File: src/rtl/mips_mc_pkg.sv
// Shared constants for the multi-cycle MIPS control slice: opcodes, funct codes,
// ULA operation codes, mux encodings and the control FSM state enum.
package mips_mc_pkg;

  localparam int unsigned StateW = 4;

  // Opcodes (instr[31:26])
  localparam logic [5:0] OpRtype = 6'h00;
  localparam logic [5:0] OpJ     = 6'h02;
  localparam logic [5:0] OpBeq   = 6'h04;
  localparam logic [5:0] OpBne   = 6'h05;
  localparam logic [5:0] OpAddi  = 6'h08;
  localparam logic [5:0] OpLw    = 6'h23;
  localparam logic [5:0] OpSw    = 6'h2B;

  // R-type funct codes (instr[5:0])
  localparam logic [5:0] FnAdd = 6'h20;
  localparam logic [5:0] FnSub = 6'h22;
  localparam logic [5:0] FnAnd = 6'h24;
  localparam logic [5:0] FnOr  = 6'h25;
  localparam logic [5:0] FnNor = 6'h27;
  localparam logic [5:0] FnSlt = 6'h2A;

  // ULA operation codes, identical to the ULA's own decode
  localparam logic [3:0] UlaAnd = 4'b0000;
  localparam logic [3:0] UlaOr  = 4'b0001;
  localparam logic [3:0] UlaAdd = 4'b0010;
  localparam logic [3:0] UlaSub = 4'b0110;
  localparam logic [3:0] UlaSlt = 4'b0111;
  localparam logic [3:0] UlaNor = 4'b1100;

  // ULA B operand select
  localparam logic [1:0] SrcBReg   = 2'b00;
  localparam logic [1:0] SrcBFour  = 2'b01;
  localparam logic [1:0] SrcBImm   = 2'b10;
  localparam logic [1:0] SrcBImmSh = 2'b11;

  // Next-PC select
  localparam logic [1:0] PcSrcAlu    = 2'b00;
  localparam logic [1:0] PcSrcAluOut = 2'b01;
  localparam logic [1:0] PcSrcJump   = 2'b10;

  // Request from the FSM to the ULA control decoder
  typedef enum logic [1:0] {
    AluOpAdd   = 2'b00,
    AluOpSub   = 2'b01,
    AluOpFunct = 2'b10
  } aluop_e;

  typedef enum logic [StateW-1:0] {
    StFetch,
    StDecode,
    StMemAdr,
    StMemRd,
    StWbMem,
    StMemWr,
    StRExec,
    StWbR,
    StBranch,
    StJump,
    StAddiExec,
    StAddiWb
  } state_e;

endpackage

File: src/rtl/mips_mc_if.sv
// Control bundle between the multi-cycle control FSM and the datapath.
// master = control unit, slave = datapath (or bench).
interface mips_mc_if #(
  parameter int unsigned STATE_W = 4
);
  logic [5:0]         opcode;
  logic [5:0]         funct;
  logic               flagz;
  logic               pc_en;
  logic               iord;
  logic               mem_read;
  logic               mem_write;
  logic               ir_write;
  logic               reg_dst;
  logic               mem_to_reg;
  logic               reg_write;
  logic               alu_src_a;
  logic [1:0]         alu_src_b;
  logic [1:0]         pc_source;
  logic [3:0]         ULAoperation;
  logic               illegal_op;
  logic [STATE_W-1:0] state_dbg;

  modport master (
    input  opcode, funct, flagz,
    output pc_en, iord, mem_read, mem_write, ir_write, reg_dst, mem_to_reg,
           reg_write, alu_src_a, alu_src_b, pc_source, ULAoperation, illegal_op,
           state_dbg
  );

  modport slave (
    output opcode, funct, flagz,
    input  pc_en, iord, mem_read, mem_write, ir_write, reg_dst, mem_to_reg,
           reg_write, alu_src_a, alu_src_b, pc_source, ULAoperation, illegal_op,
           state_dbg
  );
endinterface

File: src/rtl/mips_ula_control.sv
// ULA control decoder: maps the FSM's ADD/SUB/funct request to a ULA opcode
// and flags funct codes the datapath does not implement.
module mips_ula_control
  import mips_mc_pkg::*;
(
  input  aluop_e     aluop_i,
  input  logic [5:0] funct_i,
  output logic [3:0] ula_op_o,
  output logic       funct_bad_o
);

  // Decode request; unknown funct falls back to ADD so the ULA never sees X
  always_comb begin
    ula_op_o    = UlaAdd;
    funct_bad_o = 1'b0;
    unique case (aluop_i)
      AluOpAdd: ula_op_o = UlaAdd;
      AluOpSub: ula_op_o = UlaSub;
      AluOpFunct: begin
        case (funct_i)
          FnAdd:   ula_op_o = UlaAdd;
          FnSub:   ula_op_o = UlaSub;
          FnAnd:   ula_op_o = UlaAnd;
          FnOr:    ula_op_o = UlaOr;
          FnNor:   ula_op_o = UlaNor;
          FnSlt:   ula_op_o = UlaSlt;
          default: funct_bad_o = 1'b1;
        endcase
      end
      default: ula_op_o = UlaAdd;
    endcase
  end

endmodule

File: src/rtl/mips_mc_control.sv
// Multi-cycle MIPS main control FSM with folded-in ULA control.
// Optional: define MIPS_MC_BNE_EN to decode bne (opcode 0x05).
module mips_mc_control
  import mips_mc_pkg::*;
#(
  parameter int unsigned STATE_W = 4
) (
  input  logic clk,
  input  logic reset,
  mips_mc_if.master bus
);

  state_e     state_q, state_d;
  logic       funct_bad_q, funct_bad_d;
  aluop_e     aluop;
  logic [3:0] ula_op;
  logic       ula_bad;

  // Ungated decode; strobes are masked by reset below
  logic       pc_en_c, mem_read_c, mem_write_c, ir_write_c, reg_write_c, illegal_c;
  logic       iord_c, reg_dst_c, mem_to_reg_c, alu_src_a_c;
  logic [1:0] alu_src_b_c, pc_source_c;

`ifdef MIPS_MC_BNE_EN
  // Branch type captured in DECODE: 1 = bne, 0 = beq
  logic bne_q, bne_d;
`endif

  mips_ula_control u_ula_control (
    .aluop_i     (aluop),
    .funct_i     (bus.funct),
    .ula_op_o    (ula_op),
    .funct_bad_o (ula_bad)
  );

  // State and per-instruction flags; reset aborts any instruction in flight
  always_ff @(posedge clk or posedge reset) begin
    if (reset) begin
      state_q     <= StFetch;
      funct_bad_q <= 1'b0;
`ifdef MIPS_MC_BNE_EN
      bne_q       <= 1'b0;
`endif
    end else begin
      state_q     <= state_d;
      funct_bad_q <= funct_bad_d;
`ifdef MIPS_MC_BNE_EN
      bne_q       <= bne_d;
`endif
    end
  end

  // Next state and Moore output decode
  always_comb begin
    state_d      = state_q;
    funct_bad_d  = funct_bad_q;
    pc_en_c      = 1'b0;
    iord_c       = 1'b0;
    mem_read_c   = 1'b0;
    mem_write_c  = 1'b0;
    ir_write_c   = 1'b0;
    reg_dst_c    = 1'b0;
    mem_to_reg_c = 1'b0;
    reg_write_c  = 1'b0;
    alu_src_a_c  = 1'b0;
    alu_src_b_c  = SrcBReg;
    pc_source_c  = PcSrcAlu;
    aluop        = AluOpAdd;
    illegal_c    = 1'b0;
`ifdef MIPS_MC_BNE_EN
    bne_d        = bne_q;
`endif
    unique case (state_q)
      StFetch: begin
        mem_read_c  = 1'b1;
        ir_write_c  = 1'b1;
        alu_src_b_c = SrcBFour;
        pc_en_c     = 1'b1;
        state_d     = StDecode;
      end
      StDecode: begin
        // Branch target computed speculatively into ALUOut
        alu_src_b_c = SrcBImmSh;
        case (bus.opcode)
          OpLw, OpSw: state_d = StMemAdr;
          OpRtype:    state_d = StRExec;
          OpBeq: begin
            state_d = StBranch;
`ifdef MIPS_MC_BNE_EN
            bne_d   = 1'b0;
`endif
          end
`ifdef MIPS_MC_BNE_EN
          OpBne: begin
            state_d = StBranch;
            bne_d   = 1'b1;
          end
`endif
          OpJ:        state_d = StJump;
          OpAddi:     state_d = StAddiExec;
          default: begin
            illegal_c = 1'b1;
            state_d   = StFetch;
          end
        endcase
      end
      StMemAdr: begin
        alu_src_a_c = 1'b1;
        alu_src_b_c = SrcBImm;
        state_d     = (bus.opcode == OpSw) ? StMemWr : StMemRd;
      end
      StMemRd: begin
        iord_c     = 1'b1;
        mem_read_c = 1'b1;
        state_d    = StWbMem;
      end
      StWbMem: begin
        mem_to_reg_c = 1'b1;
        reg_write_c  = 1'b1;
        state_d      = StFetch;
      end
      StMemWr: begin
        iord_c      = 1'b1;
        mem_write_c = 1'b1;
        state_d     = StFetch;
      end
      StRExec: begin
        alu_src_a_c = 1'b1;
        aluop       = AluOpFunct;
        illegal_c   = ula_bad;
        funct_bad_d = ula_bad;
        state_d     = StWbR;
      end
      StWbR: begin
        reg_dst_c   = 1'b1;
        reg_write_c = ~funct_bad_q;
        state_d     = StFetch;
      end
      StBranch: begin
        alu_src_a_c = 1'b1;
        aluop       = AluOpSub;
        pc_source_c = PcSrcAluOut;
`ifdef MIPS_MC_BNE_EN
        pc_en_c     = bne_q ? ~bus.flagz : bus.flagz;
`else
        pc_en_c     = bus.flagz;
`endif
        state_d     = StFetch;
      end
      StJump: begin
        pc_source_c = PcSrcJump;
        pc_en_c     = 1'b1;
        state_d     = StFetch;
      end
      StAddiExec: begin
        alu_src_a_c = 1'b1;
        alu_src_b_c = SrcBImm;
        state_d     = StAddiWb;
      end
      StAddiWb: begin
        reg_write_c = 1'b1;
        state_d     = StFetch;
      end
      default: state_d = StFetch;
    endcase
  end

  // Strobes drop combinationally on reset so nothing writes after the assertion edge
  assign bus.pc_en        = pc_en_c & ~reset;
  assign bus.mem_read     = mem_read_c & ~reset;
  assign bus.mem_write    = mem_write_c & ~reset;
  assign bus.ir_write     = ir_write_c & ~reset;
  assign bus.reg_write    = reg_write_c & ~reset;
  assign bus.illegal_op   = illegal_c & ~reset;
  assign bus.iord         = iord_c;
  assign bus.reg_dst      = reg_dst_c;
  assign bus.mem_to_reg   = mem_to_reg_c;
  assign bus.alu_src_a    = alu_src_a_c;
  assign bus.alu_src_b    = alu_src_b_c;
  assign bus.pc_source    = pc_source_c;
  assign bus.ULAoperation = ula_op;
  assign bus.state_dbg    = STATE_W'(state_q);

endmodule

File: src/flat_wrapper.sv
// flat-port wrapper written by rule: the top's interface ports become plain ports
module mips_mc_control_flat import mips_mc_pkg::*;
#(
  parameter int unsigned STATE_W = 4
)
  (clk, reset, bus_opcode, bus_funct, bus_flagz, bus_pc_en, bus_iord, bus_mem_read, bus_mem_write, bus_ir_write, bus_reg_dst, bus_mem_to_reg, bus_reg_write, bus_alu_src_a, bus_alu_src_b, bus_pc_source, bus_ULAoperation, bus_illegal_op, bus_state_dbg);
  mips_mc_if #(.STATE_W(STATE_W)) bus_i ();
  input  logic clk;
  input  logic reset;
  input wire logic [$bits(bus_i.opcode)-1:0] bus_opcode;
  input wire logic [$bits(bus_i.funct)-1:0] bus_funct;
  input wire logic [$bits(bus_i.flagz)-1:0] bus_flagz;
  output wire logic [$bits(bus_i.pc_en)-1:0] bus_pc_en;
  output wire logic [$bits(bus_i.iord)-1:0] bus_iord;
  output wire logic [$bits(bus_i.mem_read)-1:0] bus_mem_read;
  output wire logic [$bits(bus_i.mem_write)-1:0] bus_mem_write;
  output wire logic [$bits(bus_i.ir_write)-1:0] bus_ir_write;
  output wire logic [$bits(bus_i.reg_dst)-1:0] bus_reg_dst;
  output wire logic [$bits(bus_i.mem_to_reg)-1:0] bus_mem_to_reg;
  output wire logic [$bits(bus_i.reg_write)-1:0] bus_reg_write;
  output wire logic [$bits(bus_i.alu_src_a)-1:0] bus_alu_src_a;
  output wire logic [$bits(bus_i.alu_src_b)-1:0] bus_alu_src_b;
  output wire logic [$bits(bus_i.pc_source)-1:0] bus_pc_source;
  output wire logic [$bits(bus_i.ULAoperation)-1:0] bus_ULAoperation;
  output wire logic [$bits(bus_i.illegal_op)-1:0] bus_illegal_op;
  output wire logic [$bits(bus_i.state_dbg)-1:0] bus_state_dbg;
  assign bus_i.opcode = bus_opcode;
  assign bus_i.funct = bus_funct;
  assign bus_i.flagz = bus_flagz;
  assign bus_pc_en = bus_i.pc_en;
  assign bus_iord = bus_i.iord;
  assign bus_mem_read = bus_i.mem_read;
  assign bus_mem_write = bus_i.mem_write;
  assign bus_ir_write = bus_i.ir_write;
  assign bus_reg_dst = bus_i.reg_dst;
  assign bus_mem_to_reg = bus_i.mem_to_reg;
  assign bus_reg_write = bus_i.reg_write;
  assign bus_alu_src_a = bus_i.alu_src_a;
  assign bus_alu_src_b = bus_i.alu_src_b;
  assign bus_pc_source = bus_i.pc_source;
  assign bus_ULAoperation = bus_i.ULAoperation;
  assign bus_illegal_op = bus_i.illegal_op;
  assign bus_state_dbg = bus_i.state_dbg;
  mips_mc_control #(.STATE_W(STATE_W)) u_core (.clk(clk), .reset(reset), .bus(bus_i));
endmodule
File: config.mk
export PLATFORM = sky130hd
export DESIGN_NAME = mips_mc_control_flat
export DESIGN_NICKNAME = d
export VERILOG_FILES = /design/src/rtl/mips_mc_pkg.sv /design/src/rtl/mips_mc_if.sv /design/src/rtl/mips_ula_control.sv /design/src/rtl/mips_mc_control.sv /design/src/flat_wrapper.sv
export SDC_FILE = /design/constraint.sdc
export NUM_CORES = 1
export LEC_CHECK = 0
export BUFFER_PORTS_ARGS = -buffer_cell sky130_fd_sc_hd__buf_2
export CAP_MARGIN = 20
export CORE_MARGIN = 2
export CORE_UTILIZATION = 46
export DETAILED_ROUTE_END_ITERATION = 12
export PLACE_DENSITY = 0.82
export SLEW_MARGIN = 20
export SYNTH_ARGS = -nofsm -noshare
export SYNTH_HDL_FRONTEND = slang
export SYNTH_SLANG_ARGS = --single-unit
File: constraint.sdc
create_clock -name clk -period 6.11 [get_ports clk]
set_input_delay 1.5275 -clock clk [delete_from_list [all_inputs] [get_ports clk]]
set_output_delay 1.5275 -clock clk [all_outputs]
set_load 0.03 [all_outputs]
==> metrics.md, run 1 <==
| Metric | Value |
|---|---|
| Outcome | completed |
| Worst r2r path cells | 6 |
| Comb pwr share | 57.7% |
| CTS Buf Count | 3 |
| Die Ht | 41.6 um |
| Setup CP Type | input port to primary output |
| Vias | between 800 and 900 |
| Post-CTS resize count | 0 |
| Post-CTS setup buffers | 0 |
| Final Cycle Share | 66.8% |
| Mapped Nets | 109 |
| Hold Crit Class | register to register |
| Initial DRC count | 11 |
| Initial antenna violation count | 0 |
| Routed vias/inst | 5.68 |
| Final wirelength | 1.77 mm |
| ANT nets after route | 0 |
| Leak | roughly 0.41 nW |
| Cell Area, Placed | 831 um2 |
| Largest net degree at the start of global routing | 18 |
| WP data arrival | 2.56 ns |
| Slew of the pin with the lowest slew margin | 0.511 ns |
| Sequential area share after synthesis | 19.2% |
| Max Freq | 245 MHz |
| WP buf/inv | 2 |
| Area growth syn-to-layout | 31.5% |
| Antenna cell count | 0 |
| Reg power frac | 26.4% |
| Count leader, synth | nor2_1 |
| CTS sink count | 5 |
| Final hold viol count | 0 |
| Total core area | between 1000 and 1500 um2 |
| Setup tns final | 0 ns |
| Vias in the first global route | 695 |
| CP Max Fanout | 5 |
| Post-synthesis area per instance | 7.09 um2 |
| RSZ-0062 raised after global routing | no |
| Post-synth top area share | 19.2% |
| Pint | around 0.00011 W |
| WHS Path Cells | 2 |
| Most common cell on crit path | buf_2 |
| Setup violators final | 0 |
| DRT Pass-1 Iters | 4 |
| Post-Syn Instances | between 90 and 100 |
| R2r endpoint | u_core.funct_bad_q |
| Starting density of the core | between 40% and 50% |
| P_sw | 0.000133 W |
| Hold worst-path end | u_core.funct_bad_q |
| Top cells by count, synth | nor2_1 (12), nor3_1 (9), nand2_1 (7) |
| Worst skew pair latency | 0.24 ns |
| Rows | 13 |
| Avg WL per Cell | 12.3 um |
| Tot GR Track Use | 21.6% |
| Slowest stage cell on the critical path | a211o_1 |
| Clk network pwr share | 15.9% |
| Ys async rst share | 100% |
| Post-synth EDFFs | 0 |
| Clk pin slew, worst setup/hold paths | about 0.04 ns |
| First-pass GRT wire length | 2.97 mm |
| CP Launch Type | input port |
| Htree depth | 1 |
| Gr ovfl total | 0 |
| GPL Wtd Cong | 0.855 |
| R2R setup slack | 4.32 ns |
| TritonCTS clock tree | built |
| Synth Cell Area | 652 um2 |
| Flops & latches, synth | 5 |
| Max-slew headroom | 65.9% |
| Final min period | 4.08 ns |
| Crit. path cell count | 5 |
| Reg-to-reg critical path startpoint | u_core.bus.state_dbg[2] |
| Skew final | 0.00148 ns |
| CTS Hold Bufs | 0 |
| Post-DP HPWL | 1.31 mm |
| Fin Hold WS | 0.473 ns |
| Fillers | 116 |
| Hold_sp | u_core.funct_bad_q |
| Max-slew violation count | 0 |
| Crit-path cells | buf_2, nor2b_1, nand4_1, a211o_1, buf_2 |
| Die ar. | around 1700 um2 |
| Clock buffer depth | 2 |
| Maximum VDD drop | between 0.15 and 0.2 mV |
| Post-Layout Inst Area | approximately 860 um2 |
| Pwr/cell area | 285 nW/um2 |
| Crit path required time | 4.58 ns |
| Die span in x | 41.6 um |
| Crit. End Element | primary output |
| Largest cells by area after synthesis | dfrtp_1 (19%), nor3_1 (6.9%), nor2_1 (6.9%) |
| Yosys top cell by area | dfrtp_1 |
| Share of post-route cells with drive strength above 1 | 32.8% |
| Max stage delay on crit path | 0.31 ns |
| Nets | between 100 and 150 |
| CP delay by family, top | simple AND/OR/NAND/NOR gates |
| Ys Warns | 0 |
| Ports | 37 |
| Yosys cell types | 37 |
| Switch share | 54.6% |
| Clock Tree Root | clkbuf_4 |
| Primary FF master, synth | dfrtp_1 |
| Remaining DRCs | 0 |
| Max_cap viols | 0 |
| Buffers on Ports | 36 |
[tightest hold or removal path: cells and delay by family (launching register included)]
family        cells  cell delay, ns
simple gates      2            0.11
flops             1            0.33
[flip-flops by register name, indices dropped and copies added (netlist names)]
name and flops:
u_core.bus.state_dbg 4, u_core.funct_bad_q 1
[power by group through the flow]
stage | combinational (W) | clock (W) | sequential (W)
floorplan | 0.000105 | 0 | 0.0000589
global placement | 0.000138 | 0 | 0.0000635
detailed placement | 0.000140 | 0 | 0.0000648
CTS | 0.000142 | 0.0000395 | 0.0000642
global route | 0.000152 | 0.0000421 | 0.0000677
finish | 0.000141 | 0.0000388 | 0.0000646
[how the worst max path moves through the flow]
| stage | slack, ns | endpoint | startpoint |
|---|---|---|---|
| 6_report | 2.03 | bus_ULAoperation[1] | bus_funct[4] |
| 5_1_grt | 1.95 | bus_ULAoperation[1] | bus_funct[5] |
| 4_1_cts | 2.02 | bus_ULAoperation[1] | bus_funct[4] |
| 3_5_place_dp | 2.02 | bus_ULAoperation[1] | bus_funct[4] |
| 3_3_place_gp | 2.08 | bus_ULAoperation[1] | bus_funct[4] |
| 2_1_floorplan | 1.99 | bus_ULAoperation[0] | bus_funct[0] |
[metal layers]
metal	part of all wire [%]	vias up	global-route usage, %
met2	49	25	35.6
met5	0	-	0
met3	4.7	4	2.61
met4	1.7	0	11.0
li1	-	414	-
met1	44	369	27.3
[kinds of logic after synthesis]
family          after synthesis  share of synthesized area (%)
flops                         5                           19.2
xor+xnor                      2                           2.69
compound gates               21                           23.2
mux                           1                           1.73
fa+ha+maj                     2                           3.84
simple gates                 51                           42.8
buf+inv                      10                           6.53
[final cells by class]
class / count / area, um2 / area share (%)
sequential: 5 / 125 / 14.6
inverter: 6 / 22.5 / 2.63
multi-input combinational: 77 / 484 / 56.5
clock buffer: 4 / 26.3 / 3.07
timing repair buffer: 36 / 180 / 21.0
tap: 15 / 18.8 / 2.19
[per-stage QoR]
stage	total power (W)	worst slack, ns	cells	utilization (%)
global placement	0.000201	2.08	139	63.1
detailed placement	0.000204	2.02	139	63.1
floorplan	0.000164	1.99	92	-
CTS	0.000245	2.02	143	65.1
finish	0.000244	2.03	143	65.1
global route	0.000262	1.95	143	65.1
[placed cells by master (no fill, tap or decap), types with 3 or more instances in the layout]
master	instances
nor3_1	9
clkbuf_4	3
inv_1	5
a21oi_1	3
dfrtp_1	5
nor2_1	12
buf_2	36
o21ai_0	5
nor2b_1	3
nand2_1	7
nand2b_1	5
nand4_1	3
Note: power is estimated with default switching activity, not from simulation.
==> run 2: changes to the inputs <==
--- a/config.mk
+++ b/config.mk
@@ -5,12 +5,13 @@
 export SDC_FILE = /design/constraint.sdc
 export NUM_CORES = 1
 export LEC_CHECK = 0
+export ABC_AREA = 1
 export BUFFER_PORTS_ARGS = -buffer_cell sky130_fd_sc_hd__buf_2
 export CAP_MARGIN = 20
 export CORE_MARGIN = 2
-export CORE_UTILIZATION = 46
+export CORE_UTILIZATION = 39
 export DETAILED_ROUTE_END_ITERATION = 12
-export PLACE_DENSITY = 0.82
+export PLACE_DENSITY = 0.74
 export SLEW_MARGIN = 20
 export SYNTH_ARGS = -nofsm -noshare
 export SYNTH_HDL_FRONTEND = slang
==> constraint.sdc (replaced) <==
create_clock -name clk -period 3.4 [get_ports clk]
set_input_delay 0.85 -clock clk [delete_from_list [all_inputs] [get_ports clk]]
set_output_delay 0.85 -clock clk [all_outputs]
set_load 0.03 [all_outputs]
==> metrics.md, run 2 <==
| Metric | Value |
|---|---|
| Max stage delay on crit path | 0.39 ns (was 0.31 ns) |
| Post-synth EDFFs | 0 (unchanged) |
| Starting density of the core | 42.8% (was 49.5%) |
| WHS Path Cells | 2 (unchanged) |
| Top Metal Used | met4 (unchanged) |
| Post-synthesis area per instance | 5.54 um2 (was 7.09 um2) |
| Nets | 177 (was 146) |
| Total core area | 1540 um2 (was 1320 um2) |
| First-pass GRT wire length | 2.70 mm (was 2.97 mm) |
| R2R setup slack | 1.88 ns (was 4.32 ns) |
| Yosys cell types | 19 (was 37) |
| Vias | 848 (was 812) |
| Clk pin slew, worst setup/hold paths | 0.04 ns (about the same) |
| Total power | 0.000445 W (was 0.000244 W) |
| Post-CTS resize count | 0 (unchanged) |
| Final Cycle Share | 82.8% |
| Die ar. | 2040 um2 (was 1730 um2) |
| Crit. End Element | primary output (unchanged) |
| Fin Hold WS | 0.492 ns (was 0.473 ns) |
| Hold worst-path end | u_core.funct_bad_q (unchanged) |
| Max-slew violation count | 0 (unchanged) |
| CP Launch Type | register (was input port) |
| Leak | 0.540 nW (was 0.412 nW) |
| R2r endpoint | u_core.funct_bad_q (unchanged) |
| Routed vias/inst | 4.85 (was 5.68) |
| Met3 Wirelength | 111 um (was 83 um) |
| Ys Warns | 0 (unchanged) |
| Post-Syn Instances | 119 (was 92) |
| Rows | 14 (was 13) |
| Ports | 37 (unchanged) |
| Largest cells by area after synthesis | dfrtp_1 (19%), nor2_1 (17%), nand2_1 (13%) (was dfrtp_1 (19%), nor3_1 (6.9%), nor2_1 (6.9%)) |
| TritonCTS clock tree | built (unchanged) |
| WP data arrival | 1.97 ns (was 2.56 ns) |
| Fillers | 158 (was 116) |
| DRT Pass-1 Iters | 4 (unchanged) |
| Initial antenna violation count | 0 (unchanged) |
| Max_cap viols | 0 (unchanged) |
| Most common cell on crit path | nor2_1 (was buf_2) |
| Clock buffer depth | 2 (unchanged) |
| Buffers on Ports | 36 (unchanged) |
| Post-CTS setup buffers | 0 (unchanged) |
| Initial DRC count | 17 (was 11) |
| Final hold viol count | 0 (unchanged) |
| Hold Crit Class | register to register (unchanged) |
| Top cells by count, synth | nor2_1 (29), nand2_1 (22), inv_1 (20), nand3_1 (10), dfrtp_1 (5) (was nor2_1 (12), nor3_1 (9), nand2_1 (7)) |
| Remaining DRCs | 0 (unchanged) |
| Mapped Nets | 136 (was 109) |
| Worst skew pair latency | 0.23 ns (was 0.24 ns) |
| Setup tns final | 0 ns (unchanged) |
| Crit path required time | 2.55 ns (was 4.58 ns) |
| Slew of the pin with the lowest slew margin | 0.301 ns (was 0.511 ns) |
| Vias in the first global route | 729 (was 695) |
| Reg-to-reg critical path startpoint | u_core.bus.state_dbg[2] (unchanged) |
| Maximum VDD drop | 0.302 mV (was 0.165 mV) |
| Die Ht | 45.1 um (was 41.6 um) |
| CTS Hold Bufs | 0 (unchanged) |
| Met2 Wirelength | 776 um (was 874 um) |
| Share of post-route cells with drive strength above 1 | 32.1% (was 32.8%) |
| Sequential area share after synthesis | 19.0% (was 19.2%) |
| Final min period | between 2 and 3 ns |
| Yosys top cell by area | dfrtp_1 (unchanged) |
| Most common cell after layout, fill and taps aside | buf_2 (unchanged) |
| Setup CP Type | register to primary output (was input port to primary output) |
| WP buf/inv | 4 (was 2) |
| Area growth syn-to-layout | 34.3% (was 31.5%) |
| Crit-path cells | inv_2, nand2_1, nor2_2, inv_1, ha_1, inv_1, nor2_2, nand2_1, nor2_1, nor2_1, nor2_1, buf_2 (was buf_2, nor2b_1, nand4_1, a211o_1, buf_2) |
| Gr ovfl total | 0 (unchanged) |
| Flops & latches, synth | 5 (unchanged) |
| RSZ-0062 raised after global routing | no (unchanged) |
| ANT nets after route | 0 (unchanged) |
| CTS Buf Count | 3 (unchanged) |
| Pwr/cell area | 502 nW/um2 (was 285 nW/um2) |
| Clock Tree Root | clkbuf_4 (unchanged) |
| CP delay by family, top | simple AND/OR/NAND/NOR gates (unchanged) |
| Count leader, synth | nor2_1 (unchanged) |
| Ys async rst share | 100% (unchanged) |
| Primary FF master, synth | dfrtp_1 (unchanged) |
| Post-DP HPWL | 1.44 mm (was 1.31 mm) |
| Post-Route M1 WL | 727 um (was 778 um) |
| Die span in x | 45.1 um (was 41.6 um) |
| Hold_sp | u_core.funct_bad_q (unchanged) |
| Max-slew headroom | 79.7% (was 65.9%) |
| Max FFs per register | 4 (unchanged) |
| Skew final | 0.00242 ns (was 0.00148 ns) |
| Outcome | completed (unchanged) |
| Max Freq | 355 MHz |
| Post-synth top area share | 19.0% (was 19.2%) |
| CTS sink count | 5 (unchanged) |
| Slowest stage cell on the critical path | dfrtp_1 (was a211o_1) |
| Final wirelength | 1.62 mm (was 1.77 mm) |
| Tot GR Track Use | 17.5% (was 21.6%) |
| Setup violators final | 0 (unchanged) |
| Antenna cell count | 0 (unchanged) |
| GPL Wtd Cong | 0.852 (was 0.855) |
| Synth Cell Area | 659 um2 (was 652 um2) |
| Most frequent cells in the layout | buf_2 (36), nor2_1 (29), nand2_1 (22) (was buf_2 (36), nor2_1 (12), nor3_1 (9)) |
| Htree depth | 1 (unchanged) |
| CP Max Fanout | 5 (unchanged) |
| Largest net degree at the start of global routing | 8 (was 18) |
| Worst r2r path cells | 9 (was 6) |
| Avg WL per Cell | 9.27 um (was 12.3 um) |
-- run 2: changes by cell type after synthesis, moves of 3 or more --
| cell | change |
|---|---|
| buf_2 | -4 |
| inv_1 | +15 |
| nand2_1 | +15 |
| nand2b_1 | -5 |
| nand3_1 | +9 |
| nor2_1 | +17 |
| nor2_2 | +3 |
| nor2_4 | +3 |
| nor2b_1 | -3 |
| nor3_1 | -6 |
-- run 2: worst max path at each step --
| stage | startpoint | endpoint | slack, ns | cells after the start |
|---|---|---|---|---|
| final | u_core.bus.state_dbg[2] | bus_illegal_op | 0.58 | 12 |
| after global placement | bus_opcode[5] | bus_illegal_op | 0.74 | 8 |
| after floorplan | u_core.bus.state_dbg[3] | bus_ULAoperation[0] | 0.24 | 5 |
| after global routing | u_core.bus.state_dbg[2] | bus_illegal_op | 0.39 | 12 |
| after detailed placement | bus_opcode[5] | bus_illegal_op | 0.70 | 8 |
| after CTS | u_core.bus.state_dbg[2] | bus_illegal_op | 0.58 | 12 |
-- run 2: final cells by class --
| class | count | area, um2 | share of cell area [%] |
|---|---|---|---|
| Inverter | 23 | 86.3 | 9.75 |
| Clock buffer | 4 | 26.3 | 2.97 |
| Sequential cell | 5 | 125 | 14.1 |
| Multi-Input combinational cell | 91 | 448 | 50.6 |
| Tap cell | 16 | 20.0 | 2.26 |
| Timing Repair Buffer | 36 | 180 | 20.3 |
-- run 2: logic make-up after synthesis --
family | Yosys count | share of synthesized area [%]
compound gates | 13 | 10.8
flops | 5 | 19.0
buf+inv | 23 | 13.1
simple gates | 76 | 53.3
fa+ha+maj | 2 | 3.79
-- run 2: report_power, final --
group | total (W) | switching [W] | internal [W]
combinational | 0.000288 | 0.000205 | 0.0000825
clock | 0.0000669 | 0.0000227 | 0.0000443
sequential | 0.0000901 | 0.0000169 | 0.0000732
total | 0.000445 | 0.000245 | 0.000200
-- run 2: metrics by stage --
| step | instances | setup WS, ns | util (%) | cell area, um2 |
|---|---|---|---|---|
| 2_1_floorplan | 119 | 0.241 | - | 659 |
| 6_report | 175 | 0.584 | 57.5 | 886 |
| 3_3_place_gp | 171 | 0.743 | 55.8 | 860 |
| 4_1_cts | 175 | 0.578 | 57.5 | 886 |
| 3_5_place_dp | 171 | 0.700 | 55.8 | 860 |
| 5_1_grt | 175 | 0.394 | 57.5 | 886 |
-- run 2: worst register-to-register path, stage by stage (launching register included) --
cell     delay [ns]
dfrtp_1        0.39
inv_2          0.12
nand2_1        0.12
nor2_2         0.19
inv_1          0.08
ha_1           0.23
inv_1          0.11
nor2_2         0.05
nand2_1        0.07
o21ai_1        0.07
-- run 2: per-layer routing --
layer	GRT usage (%)	vias to the layer above
met4	5.88	0
met2	31.1	34
met3	3.20	2
li1	-	456
met1	21.0	356
met5	0	-
